--- src/rtl/gate_test_sequencer.sv ---
// gate_test_sequencer
//   Walks an N-input combinational gate under test through every input
//   vector 0 .. 2^N-1. Each vector is held for SETTLE_CYCLES clocks, then
//   gate_out is sampled once and compared against a truth table that was
//   captured when the run started. The result is reported as a pass flag,
//   a mismatch count and the first vector that mismatched.
//
// Ports
//   clock            : system clock, rising edge
//   reset_n          : asynchronous active-low reset
//   start            : begin a run (only honoured while idle)
//   expected         : truth table, bit k = required gate_out for vector k
//   gate_out         : output of the gate under test
//   gate_in          : registered vector driven into the gate under test
//   busy             : run in progress (start acceptance up to FINISH)
//   done             : one-cycle pulse when the run finishes
//   pass             : last completed run had no mismatches
//   fail_count       : mismatches in the current or last run
//   first_fail_vec   : first vector that mismatched
//   first_fail_valid : first_fail_vec is meaningful
module gate_test_sequencer #(
  parameter int N_INPUTS      = 2,
  parameter int SETTLE_CYCLES = 2
) (
  input  logic                     clock,
  input  logic                     reset_n,
  input  logic                     start,
  input  logic [2**N_INPUTS-1:0]   expected,
  input  logic                     gate_out,
  output logic [N_INPUTS-1:0]      gate_in,
  output logic                     busy,
  output logic                     done,
  output logic                     pass,
  output logic [N_INPUTS:0]        fail_count,
  output logic [N_INPUTS-1:0]      first_fail_vec,
  output logic                     first_fail_valid
);

  localparam int NV = 2**N_INPUTS;
  // The settle counter only has to reach SETTLE_CYCLES-1; keep at least one bit.
  localparam int SW = (SETTLE_CYCLES > 1) ? $clog2(SETTLE_CYCLES) : 1;

  localparam logic [1:0] ST_IDLE   = 2'd0;
  localparam logic [1:0] ST_SETTLE = 2'd1;
  localparam logic [1:0] ST_SAMPLE = 2'd2;
  localparam logic [1:0] ST_FINISH = 2'd3;

  localparam logic [SW-1:0]       SETTLE_RELOAD = SW'(SETTLE_CYCLES - 1);
  localparam logic [SW-1:0]       SETTLE_ONE    = SW'(1);
  localparam logic [N_INPUTS-1:0] VEC_ONE       = N_INPUTS'(1);
  localparam logic [N_INPUTS-1:0] VEC_MAX       = N_INPUTS'(NV - 1);
  localparam logic [N_INPUTS:0]   FC_ONE        = (N_INPUTS + 1)'(1);

  logic [1:0]          state_q, state_d;
  logic [NV-1:0]       exp_q, exp_d;
  logic [N_INPUTS-1:0] vec_q, vec_d;
  logic [SW-1:0]       settle_q, settle_d;
  logic [N_INPUTS-1:0] gate_in_q, gate_in_d;
  logic                busy_q, busy_d;
  logic                done_q, done_d;
  logic                pass_q, pass_d;
  logic [N_INPUTS:0]   fc_q, fc_d;
  logic [N_INPUTS-1:0] ffvec_q, ffvec_d;
  logic                ffvalid_q, ffvalid_d;

  logic                mismatch;
  logic [N_INPUTS:0]   fc_sampled;

  // Next-state logic. done defaults low so it only pulses on the single
  // transition into FINISH. pass is decided from the count that already
  // includes the final sample, so the last vector is never missed.
  always_comb begin
    state_d    = state_q;
    exp_d      = exp_q;
    vec_d      = vec_q;
    settle_d   = settle_q;
    gate_in_d  = gate_in_q;
    busy_d     = busy_q;
    done_d     = 1'b0;
    pass_d     = pass_q;
    fc_d       = fc_q;
    ffvec_d    = ffvec_q;
    ffvalid_d  = ffvalid_q;
    mismatch   = (gate_out != exp_q[vec_q]);
    fc_sampled = mismatch ? (fc_q + FC_ONE) : fc_q;

    case (state_q)
      ST_IDLE: begin
        gate_in_d = '0;
        busy_d    = 1'b0;
        if (start) begin
          exp_d     = expected;
          vec_d     = '0;
          gate_in_d = '0;
          settle_d  = SETTLE_RELOAD;
          fc_d      = '0;
          ffvalid_d = 1'b0;
          pass_d    = 1'b0;
          busy_d    = 1'b1;
          state_d   = ST_SETTLE;
        end
      end
      ST_SETTLE: begin
        if (settle_q == '0) begin
          state_d = ST_SAMPLE;
        end else begin
          settle_d = settle_q - SETTLE_ONE;
        end
      end
      ST_SAMPLE: begin
        fc_d = fc_sampled;
        if (mismatch && !ffvalid_q) begin
          ffvec_d   = vec_q;
          ffvalid_d = 1'b1;
        end
        if (vec_q == VEC_MAX) begin
          state_d = ST_FINISH;
          busy_d  = 1'b0;
          done_d  = 1'b1;
          pass_d  = (fc_sampled == '0);
        end else begin
          vec_d     = vec_q + VEC_ONE;
          gate_in_d = vec_q + VEC_ONE;
          settle_d  = SETTLE_RELOAD;
          state_d   = ST_SETTLE;
        end
      end
      ST_FINISH: begin
        gate_in_d = '0;
        state_d   = ST_IDLE;
      end
      default: begin
        state_d = ST_IDLE;
      end
    endcase
  end

  // State and output registers; reset aborts any run immediately.
  always_ff @(posedge clock or negedge reset_n) begin
    if (!reset_n) begin
      state_q   <= ST_IDLE;
      exp_q     <= '0;
      vec_q     <= '0;
      settle_q  <= '0;
      gate_in_q <= '0;
      busy_q    <= 1'b0;
      done_q    <= 1'b0;
      pass_q    <= 1'b0;
      fc_q      <= '0;
      ffvec_q   <= '0;
      ffvalid_q <= 1'b0;
    end else begin
      state_q   <= state_d;
      exp_q     <= exp_d;
      vec_q     <= vec_d;
      settle_q  <= settle_d;
      gate_in_q <= gate_in_d;
      busy_q    <= busy_d;
      done_q    <= done_d;
      pass_q    <= pass_d;
      fc_q      <= fc_d;
      ffvec_q   <= ffvec_d;
      ffvalid_q <= ffvalid_d;
    end
  end

  assign gate_in          = gate_in_q;
  assign busy             = busy_q;
  assign done             = done_q;
  assign pass             = pass_q;
  assign fail_count       = fc_q;
  assign first_fail_vec   = ffvec_q;
  assign first_fail_valid = ffvalid_q;

endmodule

--- config.mk ---
export PLATFORM = sky130hd
export DESIGN_NAME = gate_test_sequencer
export DESIGN_NICKNAME = d
export VERILOG_FILES = /design/src/rtl/gate_test_sequencer.sv
export SDC_FILE = /design/constraint.sdc
export NUM_CORES = 1
export LEC_CHECK = 0
export ABC_AREA = 1
export CAP_MARGIN = 20
export CORE_MARGIN = 8
export CORE_UTILIZATION = 50
export CTS_CLUSTER_SIZE = 10
export DETAILED_ROUTE_END_ITERATION = 10
export PLACE_DENSITY = 0.77
export SYNTH_ARGS = -nofsm -noshare
export SYNTH_HDL_FRONTEND = slang
export SYNTH_SLANG_ARGS = --single-unit
--- constraint.sdc ---
create_clock -name clock -period 2.1 [get_ports clock]
set_input_delay 0.42 -clock clock [delete_from_list [all_inputs] [get_ports clock]]
set_output_delay 0.42 -clock clock [all_outputs]
set_load 0.05 [all_outputs]
# Word-level counts from Yosys, hierarchy flattened
# Cells that the tools add are included.
# W data, S select, Z words.
# op_classes
addsub	3
n_mux	27
order_cmp	1
reduce_logical	18
n_mul	0
shifts	0
eq_ne	10
bitwise	0
div_mod_pow	0
# ops
cell	count
$reduce_and A2 Y1	6
$reduce_and A3 Y1	4
$mux W1	11
$mux W2	5
$ne A2 B2 Y1 const B	5
$pmux W2 S2	2
$pmux W2 S4	1
$eq A2 B2 Y1 const B	3
$mux W3	2
$pmux W1 S2	3
$pmux W3 S2	1
$reduce_bool A2 Y1	2
$add A3 B1 Y3 const B	1
$logic_not A3 Y1	1
$lt A2 B3 Y1 const B	1
$pmux W1 S3	1
$reduce_bool A3 Y1	1
$add A2 B1 Y2 const B	1
$bmux W1 S2	1
$eq A2 B1 Y1 const B	1
$logic_not A2 Y1	1
$reduce_or A2 Y1	1
$logic_and A1 B1 Y1	1
$logic_not A1 Y1	1
other kinds (2)	2
# word_totals
latchBits	0
mem_bits_ro	0
mem_bits_rw	0
elab_cells	70
mem_count	0
out_inout_bits	11
reg_bits	20

# Logic depth before layout (Yosys ltp)
# Gate-level depths: netlist of run 1.
# depth
ltp_word	7
depth_mapped	10
ltp_nobuf	10

# Worst setup path after synthesis of run 1
# OpenSTA, ideal clock, no wires.
# synth_path
path_type	reg-to-reg
start	register state_q[0]
end	register pass_q, in the netlist pass
setup_time_ps	120
setup_slack_ps	646
stages_incl_launch_ff	8
required_time_ps	1980
t_arrival_ps	1334
synth_period_minus_slack_ps	1454
cell_sequence	dfrtp_1 -> inv_1 -> ha_1 -> nor2_1 -> nor2_1 -> inv_1 -> o21ai_0 -> nand2_1
# synth_between
elab_chain_cells	3
elab_cells_between_ends	7
cone_classes	eq/ne: 3; mux: 1; reduce/logical: 3
# synth_lines
element	line_no	rtl
start: declaration	54	logic [1:0] state_q, state_d;
start signal: assignment	153	state_q <= state_d;
$eq A2 B2 Y1 / $logic_not A2 Y1 (equally long branches)	87	case (state_q)
$ne A2 B2 Y1 (no line) / $reduce_bool A2 Y1 (equally long branches)	--	
$reduce_and A3 Y1 (no line)	--	
end signal: assignment	160	pass_q <= pass_d;
end: declaration	61	logic pass_q, pass_d;
# Parallel ways exist; a longest one is shown, timed or not.
# A chain may end at the register's enable or synchronous reset.

# Final worst setup path of run 1
# layout_path
start	register fc_q[2], in the netlist fail_count[2]
end	output fail_count[2]
# layout_lines
element	line_no	rtl
start: declaration	62	logic [N_INPUTS:0] fc_q, fc_d;
start signal: assignment	149	fc_q <= '0;
start signal: assignment	161	fc_q <= fc_d;
end: declaration	34	output logic [N_INPUTS:0] fail_count,
# No word-level cell between the ends.

==> results of run 1 <==
==> cell type report <==
type | count | area, µm²
inverter | 13 | 48.8
clock buffer | 3 | 22.5
timing repair buffer | 19 | 188
sequential | 20 | 500
fill | 177 | 672
multi-input combinational | 83 | 477
tap | 27 | 33.8
==> logic make-up (layout without fill, tap and decap cells) <==
kind of cell    count (synthesis)  after routing  share of synthesized area [%]
buf+inv                        13             35                           4.76
simple gates                   53             53                           23.4
xor+xnor                        1              1                          0.854
compound gates                 18             18                           9.27
flops                          20             20                           48.8
fa+ha+maj                       7              7                           8.54
mux                             4              4                           4.39
==> layout by cell type, fill, tap and decap left out <==
cell type,count
sky130_fd_sc_hd__nand2_1,25
sky130_fd_sc_hd__dfrtp_1,20
sky130_fd_sc_hd__clkdlybuf4s50_1,18
sky130_fd_sc_hd__inv_1,12
sky130_fd_sc_hd__nand3_1,12
sky130_fd_sc_hd__nor2_1,10
sky130_fd_sc_hd__o21ai_0,9
sky130_fd_sc_hd__ha_1,7
sky130_fd_sc_hd__a21oi_1,4
sky130_fd_sc_hd__mux2_2,4
sky130_fd_sc_hd__nand3_2,3
sky130_fd_sc_hd__nand2_2,3
sky130_fd_sc_hd__clkbuf_4,3
sky130_fd_sc_hd__o21ai_1,2
sky130_fd_sc_hd__a21boi_0,1
sky130_fd_sc_hd__inv_2,1
sky130_fd_sc_hd__o22ai_1,1
sky130_fd_sc_hd__a31oi_1,1
sky130_fd_sc_hd__xor2_1,1
sky130_fd_sc_hd__buf_4,1
==> report_power, final <==
group / switching (mW) / internal (mW)
clock network: 0.111 / 0.0671
registers: 0.103 / 0.532
logic: 0.703 / 0.383
==> layer usage <==
layer | vias to the layer above | track usage (%) | part of all wire [%] | wire (µm)
met1 | 386 | 15.3 | 45 | 922
met4 | 0 | 7.97 | 2.6 | 54
met5 | - | 0 | 0 | 0
li1 | 423 | - | - | -
met3 | 5 | 2.51 | 5.7 | 116
met2 | 24 | 20.4 | 46 | 946
==> registers in the layout, indices dropped and copies added, names as in the netlist, 2 cells and up <==
signal	count
gate_in	2
vec_q	2
exp_q	4
fail_count	3
state_q	2
first_fail_vec	2
==> worst min-delay path by stage <==
stage	start	to	slack [ps]	cells after the start
floorplan	reset_n	busy	120	0
finish	reset_n	exp_q[2]	440	2
global placement	first_fail_vec[0]	first_fail_vec[0]	480	2
global route	reset_n	exp_q[2]	470	2
detailed placement	first_fail_vec[0]	first_fail_vec[0]	480	2
CTS	reset_n	exp_q[2]	450	2
==> stage by stage <==
| step | power (mW) | cell area [µm²] | util [%] |
|---|---|---|---|
| floorplan | 1.43 | 1030 | - |
| global placement | 1.70 | 1250 | 64.2 |
| detailed placement | 1.73 | 1250 | 64.2 |
| CTS | 1.92 | 1270 | 65.4 |
| global route | 2.06 | 1270 | 65.4 |
| finish | 1.90 | 1270 | 65.4 |
==> run summary, run 1 <==
By instance count, the leading cell after synthesis is sky130_fd_sc_hd__nand2_1. At the end of routability-driven placement, the weighted congestion stood at 0.791. Counting every sink on the clock net gives 20. The count of state elements after synthesis was 20; the initial antenna violation count was 0. Yosys attributes the largest share of cell area to sky130_fd_sc_hd__dfrtp_1 (49%), sky130_fd_sc_hd__nand2_1 (9.1%), sky130_fd_sc_hd__ha_1 (8.5%), sky130_fd_sc_hd__nand3_1 (5.9%), sky130_fd_sc_hd__o21ai_0 (4.4%).

The tools report the root buffer cell as sky130_fd_sc_hd__clkbuf_4. Counting along the longest clock path gives a buffer depth of 2. The first TritonRoute pass finished after 4 iterations. Synthesis produced 116 cells. After detailed routing, the total wire length is 2040 µm.

The count of vias placed by the detailed router came out at 838. The critical-path maximum fanout came out at 4. VDD sags by at most 0.000844 V.

Port buffering added 18 buffers. The run gives 445 ps as the final worst hold slack. STA classifies the critical path startpoint as a flip-flop.

In this run the worst setup path terminates at fail_count[2]. Across all register-to-register paths, the minimum setup slack is 390 ps. The floorplan has 16 rows.

The tools report the post-synthesis cell type count as 17. At the worst endpoint, the arrival time is 1560 ps. Post-CTS timing repair inserted 0 buffers for setup.

After detailed routing, the number of remaining DRC violations is 0. The run gives 19 as the I/O pin total. Part of the cycle the worst path needs: 94.3%. Once the floorplan was initialized, standard cells occupied 52.8% of the core.

Synthesis warning total: 0. Setup repair after global routing left no endpoint under its margin. TritonCTS built the clock tree. After synthesis, flip-flops and latches occupy 48.8% of the total area. The setup path with the least slack is of type reg2out. STA classifies the critical path endpoint as a primary output.

The detail route stage leaves a number of antenna-violating nets equal to 0. For the setup slack after placement, the log shows 386 ps. Across the run, the number of max-cap violations was 0. Dominant cell type by area after synthesis: sky130_fd_sc_hd__dfrtp_1.

0 antenna diodes ended up in the layout. The count of buffer and inverter cells on the critical path is 1, and the power density normalized to cell area is 1500 nW/µm². In the post-route analysis, the smallest setup slack over all paths is 120 ps. The mean instance size in the synthesized netlist was 8.84 µm².

Broken down by cell family, the worst path's largest delay share belongs to buffers and inverters. For the total of cells resized after clock tree synthesis, the log shows 0. The slowest cell on the critical path was sky130_fd_sc_hd__clkdlybuf4s50_1. The via count of the first global-routing pass is 811, and the cell total after placement is 162.

From left edge to right edge, the die measures 61.3 µm. The number of vias per cell was 5.08; the number of buffers inserted by hold repair at cts was 0. Origin of the critical flop-to-flop path: state_q[0]. Most used flip-flop cell after synthesis: sky130_fd_sc_hd__dfrtp_1.

The count of cells in the finished layout, fillers not included, comes to 165. The final layout contains 155 nets. Yosys mapped a number of flops with a built-in enable equal to 0. The area share of the largest cell type after synthesis was 48.8%. Summing every instance area after synthesis gives 1030 µm². Of the cells placed in the final design, the portion with a size suffix greater than 1 is 10.9%. The logs give 505 MHz for the fmax and 3 for the number of clock buffers inserted by TritonCTS. Clock skew on the completed layout was measured at 2.16 ps. The run finished with clean final reports.

The insertion delay of the later-clocked pin in the worst-skew pair came out at 300 ps. The core region is 1940 µm². The worst pin sits at a relative slew slack of 66.3%.

Entering global routing, the biggest net connects 21 pins. STA puts the critical path data required time at 1680 ps. The worst register-to-register path has a depth of 7.

The run gives 0 as the final count of hold timing violations. For the die area, the log shows 3760 µm². The cell count along the critical path came out at 1. Terminus of the critical flop-to-flop path: vec_q[0]. Summed over all layers, the global routing overflow is 0. The run gives 131 as the net count after synthesis. The routed length per placed instance works out to 12.4 µm. On the worst path, the slowest cell contributes a delay of 830 ps. For the number of pins exceeding their max-slew limit in the final report, the log shows 0.

In this run, the number of DRC markers left after iteration 0 of detailed routing was 28. The fraction of registers with async set/reset was 100%. Floorplan die height: 61.3 µm. The launch point of the critical path is fail_count[2].

For the pin with the worst max-slew slack, the measured transition is 504 ps. The final sum of negative setup slack came out at 0 ps. The CTS H-tree depth was 1; the final critical path time including I/O delays and setup was 1980 ps. Type of the most critical hold path: in2async. The clock-pin slew on the worst setup and hold paths was 100 ps; the HPWL after detailed placement was 1600 µm.

The first-pass GRT wire length is 3580 µm, and the overall routing resource usage is 12.8%. The analysis attributes to cell leakage a power of 0.620 nW. By count the netlist is led by sky130_fd_sc_hd__nand2_1 (25), sky130_fd_sc_hd__dfrtp_1 (20), sky130_fd_sc_hd__inv_1 (12), sky130_fd_sc_hd__nand3_1 (12), sky130_fd_sc_hd__nor2_1 (10). Walking the worst path, the cells encountered are clkdlybuf4s50_1. Relative to the synthesized area, the layout overhead comes to 23.8%. Setup violations remaining at the end of the flow were counted as 0.
(Power assumes the default switching activity.)
==> run 2, diff against run 1 <==
- CORE_ASPECT_RATIO: not set -> 1.5
- CTS_CLUSTER_SIZE: 10 -> not set
==> run 2 against run 1 <==
- first-iteration DRC count increased by 89%
- power is 1.1% higher
- combinational power barely moved
- non-clock buffer count stayed put
- via count rose by 2.0%
- largest cell class unchanged
==> run summary, run 2 (same netlist as run 1, synthesis figures left out) <==
Along the worst path, the maximum fanout reaches 4. In this run, placement finished with an instance count of 157. The TritonCTS sink count was 20; the count of vias placed by the detailed router was 855.

Dividing the detail-routed wire length by the instance count gives 13.6 µm. The worst path needs 1970 ps of the cycle, external delays included. Dividing the detail-routed via count by the number of cells gives 5.34. The die covers 3790 µm². Startpoint class of the critical path: a flip-flop. Once detailed placement completed, the half-perimeter wirelength came to 1740 µm.

The floorplan die height is 71.5 µm, and the placeable core region is 1980 µm². The first TritonRoute pass finished after 4 iterations. The tool flagged a number of max-cap violations equal to 0.

Cells fill 63.9% of the core in the end. The logs give 1680 ps for the required time of the critical path and 1 for the CTS H-tree depth. The total overflow left after global routing is 0. For the DRC violation total after the first TritonRoute iteration, the log shows 53. First-pass GRT wire length: 3890 µm. The slowest cell on the critical path is sky130_fd_sc_hd__clkdlybuf4s50_1. In this run the static leakage power is 0.620 nW. At the pin with the least slew margin, the transition time is 503 ps. The post-route DRC violation count is 0, and the post-detailed-routing wire length is 2170 µm.

Post-CTS repair changed the size of 0 cells. STA classifies the critical path endpoint as a primary output. For this run, the slowest stage of the critical path takes 830 ps.

For this run, the number of standard cells in the final layout without fillers is 160. Most common library cell in the layout ignoring fill and taps: sky130_fd_sc_hd__nand2_1. The count of buffer and inverter cells on the critical path is 1, and the number of nets with antenna violations after detailed routing is 0. In the final timing run, aggregate negative setup slack is 0 ps. The area growth from synthesis to layout is 23.2%.

The maximum clock path buffer count is 2. The final count of hold timing violations is 0. By startpoint and endpoint, the worst setup path is classified as reg2out.

Entering global routing, the biggest net connects 21 pins. The register with the most flip-flops in the layout has 4 of them. The tools report the root buffer cell as sky130_fd_sc_hd__clkbuf_4. The layout has 174 filler cells. VDD sags by at most 0.000736 V. In this run the core area contains 20 standard-cell rows. Data arrives at the worst endpoint at 1550 ps. The starting density of the core was 51.9%. Clock-pin slew was measured on the worst setup and hold paths at 100 ps. The share of final-layout standard cells stronger than drive strength 1 is 10.9%, and the cell depth of the worst flop-to-flop path is 7. The horizontal extent of the die works out to 53.0 µm. The register with the highest flop count is exp_q. The tools report the number of nets at the end of the flow as 155. The flow ran to the end, and the final reports show no timing, DRC or antenna violations.

The power after layout is 1.92 mW. The part of the cycle the worst path needs was 94.0%. In the layout the commonest cells are sky130_fd_sc_hd__nand2_1 (25), sky130_fd_sc_hd__dfrtp_1 (20), sky130_fd_sc_hd__clkdlybuf4s50_1 (18), sky130_fd_sc_hd__inv_1 (12), sky130_fd_sc_hd__nand3_1 (12). Type of the most critical hold path: in2async.

Setup repair after global routing left no endpoint under its margin. Timing would allow up to 506 MHz. At the end of routability-driven placement, the weighted congestion stood at 0.819. Setup violations remaining at the end of the flow were counted as 0. Across the routed clock network, the largest skew measured is 2.37 ps.

In this run, CTS created clock tree buffers numbering 3. The number of antenna diodes in the final layout is 0. The insertion delay of the later-clocked pin in the worst-skew pair is 310 ps. The number of buffers inserted by hold repair at cts was 0; the overall routing resource usage was 13.3%. The cell family contributing the most delay on the critical path is buffers and inverters. The launch point of the critical path was fail_count[2].

The logs give 0 for the number of pins exceeding their max-slew limit in the final report and 66.4% for the worst-case headroom to the max-slew limit. The power density normalized to cell area is 1520 nW/µm². The critical path goes through clkdlybuf4s50_1.

The cell count along the critical path was 1. The tools report the via count of the first global-routing pass as 889. The initial antenna violation count came out at 0. During placement, the flow inserted port buffers numbering 18.

TritonCTS built the clock tree. The origin of the critical flop-to-flop path is state_q[0]. Post-CTS timing repair inserted 0 buffers for setup. 19 I/O pins were placed.
run 2: final timing paths:
kind / to / slack [ps]
min in group clock: first_fail_vec[0] / 500
max in group asynchronous: state_q[1] / 1460
min: exp_q[0] / 430
min reg2reg: first_fail_vec[0] / 500
max reg2reg: vec_q[0] / 340
max: fail_count[2] / 130
run 2: worst register-to-register path, delay by kind of cell (launching register included):
| kind | cells | cell delay, ps |
|---|---|---|
| flops | 1 | 440 |
| simple gates | 3 | 510 |
| compound gates | 1 | 100 |
| fa+ha+maj | 1 | 320 |
| buf+inv | 2 | 280 |
run 2: stage by stage:
step / hold slack, ps / area (µm²) / setup slack (ps)
2_1_floorplan: 124 / 1030 / 646
3_3_place_gp: 478 / 1240 / 438
3_5_place_dp: 482 / 1240 / 391
4_1_cts: 449 / 1260 / 112
5_1_grt: 459 / 1260 / 72.7
6_report: 432 / 1260 / 125
run 2: power by group:
group | switching (mW) | internal (mW)
sequential | 0.105 | 0.531
clock | 0.116 | 0.0672
combinational | 0.716 | 0.383
run 2: layout make-up:
type | instances | area, µm² | area share, %
Inverter | 13 | 48.8 | 3.86
Multi-Input combinational cell | 83 | 477 | 37.7
Tap cell | 22 | 27.5 | 2.18
Clock buffer | 3 | 22.5 | 1.78
Sequential cell | 20 | 500 | 39.6
Timing Repair Buffer | 19 | 188 | 14.9
run 2: routing by layer:
layer / track usage [%] / wire (µm) / vias up
li1: - / - / 428
met1: 13.8 / 820 / 408
met2: 23.2 / 1210 / 14
met3: 3.52 / 100 / 5
met4: 6.65 / 42 / 0
met5: 0 / 0 / -
==> run 3, diff against run 2 <==
- CORE_MARGIN: 8 -> not set
==> run 3 against run 2 <==
- sequential power up 0.6%
- utilization up 3.3 points
- global-route usage up 9.0 points
- sequential share of layout area about the same
- non-clock buffer count unchanged
- critical path type unchanged
==> run summary, run 3 (same netlist as run 1, synthesis figures left out) <==
The run finished with clean final reports. The filler cells instantiated in the layout total 162. Required time of the critical path: 1680 ps. The largest incremental delay on the critical path is 820 ps.

CTS saw 20 sinks. The die area is 2240 µm², and the final cell utilization of the core is 67.2%. The run gives 1540 ps as the arrival time reported for the critical path endpoint. Dividing the final minimum period by the clock period gives 93.3%.

The logs give 7.69 ps for the final clock skew and 0 for the antenna diode count. Total of cells resized after clock tree synthesis: 0. The worst pin sits at a relative slew slack of 65.6%. Cells with a size suffix above 1 make up 10.9% of the layout.

After detailed routing, the number of vias per cell comes to 5.27. The total overflow left after global routing is 0. The worst setup path is of the reg2out kind.

The final layout contains routed wiring with a total length of 2040 µm. The kind of cell with the highest combined delay along the critical path is buffers and inverters. Critical path endpoint category: a primary output.

The post-route DRC violation count was 0; the first-pass GRT wire length was 3560 µm. The HPWL after detailed placement was 1620 µm; the number of nets with antenna violations after detailed routing was 0. After detailed routing, the average wire length per cell comes to 12.8 µm. The run gives 0.620 nW as the leakage power summed over all cells.

The tools report the initial antenna violation count as 0. The logs give 155 for the number of nets at the end of the flow and 0 ps for the final sum of negative setup slack. The run gives 0 as the final count of hold timing violations. The row count is 19.

The tools report the max-capacitance violation count as 0. In this run the clock root is driven by a sky130_fd_sc_hd__clkbuf_4. The final route contains 838 vias. The startpoint identified for the worst register-to-register timing path is state_q[0]. The tools report the launch point of the critical path as fail_count[2]. Counting I/O delays and the setup requirement, the final critical path takes 1960 ps.

TritonCTS built the clock tree. Startpoint class of the critical path: a flip-flop. For this design, the CTS-stage hold fixing added 0 buffers.

The signal on the critical path passes through clkdlybuf4s50_1. The tools report the via count of the first global-routing pass as 818. The path class of the tightest hold or removal check is in2async. In this run, CTS created clock tree buffers numbering 3. For the placeable core region, the log shows 1880 µm². For this configuration, the core starts out at a cell density of 54.6%. From synthesis to final layout, the design area changed by 23.0%. The routability congestion estimate from global placement was 0.865. The first detailed-routing pass took 5 iterations. The register with the highest flop count is exp_q. For this design the ratio of total power to cell area is 1510 nW/µm².

The die is 39.0 µm wide. 19 I/O pins were placed. The worst voltage drop across the vdd grid came out at 0.00104 V.

Of all nets on the critical path, the largest fanout is 4. In this run the vertical extent of the chip is 57.5 µm. Number of flip-flops in the largest register: 4. The slew of the pin with the lowest slew margin was 515 ps; the sequential cell area was 500 µm². In the final layout, the multi-input gates occupy 477 µm². Setup violations remaining at the end of the flow were counted as 0. For this block, the initial DRC count from the detailed router was 13.

Based on the critical path, the design can be clocked at up to 510 MHz. CTS H-tree depth: 1. The count of buffer and inverter cells on the critical path came out at 1. Setup repair after global routing left no endpoint under its margin. After clock tree synthesis, the clock-pin slew on the worst setup and hold paths is 110 ps.

The run gives 290 ps as the insertion delay of the later-clocked pin in the worst-skew pair. In the layout the commonest cells are sky130_fd_sc_hd__nand2_1 (25), sky130_fd_sc_hd__dfrtp_1 (20), sky130_fd_sc_hd__clkdlybuf4s50_1 (18), sky130_fd_sc_hd__inv_1 (12), sky130_fd_sc_hd__nand3_1 (12). The library cell used most frequently in the layout, excluding fill and tap cells, is sky130_fd_sc_hd__nand2_1. The run gives 0 as the buffers inserted during post-CTS setup optimization. Buffers placed on the I/O ports in this run total 18. Across every metal layer, demand over resource in global routing totals 22.3%. The tools report the number of pins exceeding their max-slew limit in the final report as 0. Entering global routing, the biggest net connects 12 pins. The slowest cell on the critical path was sky130_fd_sc_hd__clkdlybuf4s50_1. Counting along the longest clock path gives a buffer depth of 2.
==> run 3: where the power goes <==
part	leakage [nW]	switching (mW)	internal, mW	total [mW]
logic	0.351	0.706	0.382	1.09
registers	0.255	0.108	0.532	0.640
clock network	0.0138	0.107	0.0666	0.173
==> run 3: stage by stage <==
step | power, mW | setup slack [ps] | hold slack [ps] | area (µm²) | instances
5_1_grt | 2.06 | 83.2 | 490 | 1260 | 159
6_report | 1.90 | 140 | 456 | 1260 | 159
3_5_place_dp | 1.74 | 397 | 494 | 1240 | 156
4_1_cts | 1.92 | 135 | 471 | 1260 | 159
3_3_place_gp | 1.70 | 441 | 474 | 1240 | 156
2_1_floorplan | 1.43 | 646 | 124 | 1030 | 116
==> run 3: area by class of cell <==
type / count / share of cell area, %
inverter: 13 / 3.87
tap: 21 / 2.08
sequential: 20 / 39.6
clock buffer: 3 / 1.78
timing repair buffer: 19 / 14.9
multi-input combinational: 83 / 37.8
==> run 3: per-layer routing <==
layer / vias to the layer above / GRT usage [%] / wire length, µm
li1: 425 / - / -
met1: 398 / 26.2 / 889
met2: 13 / 40.2 / 1090
met3: 2 / 2.33 / 41
met4: 0 / 7.39 / 19
met5: - / 0 / 0
==> run 3: final timing paths <==
kind,to,cells past startpoint,slack [ps]
min reg2reg,exp_q[3],1,520
max reg2reg,vec_q[0],7,390
max,fail_count[2],1,140
min,gate_in[1],1,460
max in group asynchronous,vec_q[0],2,1090
min in group clock,exp_q[3],1,520
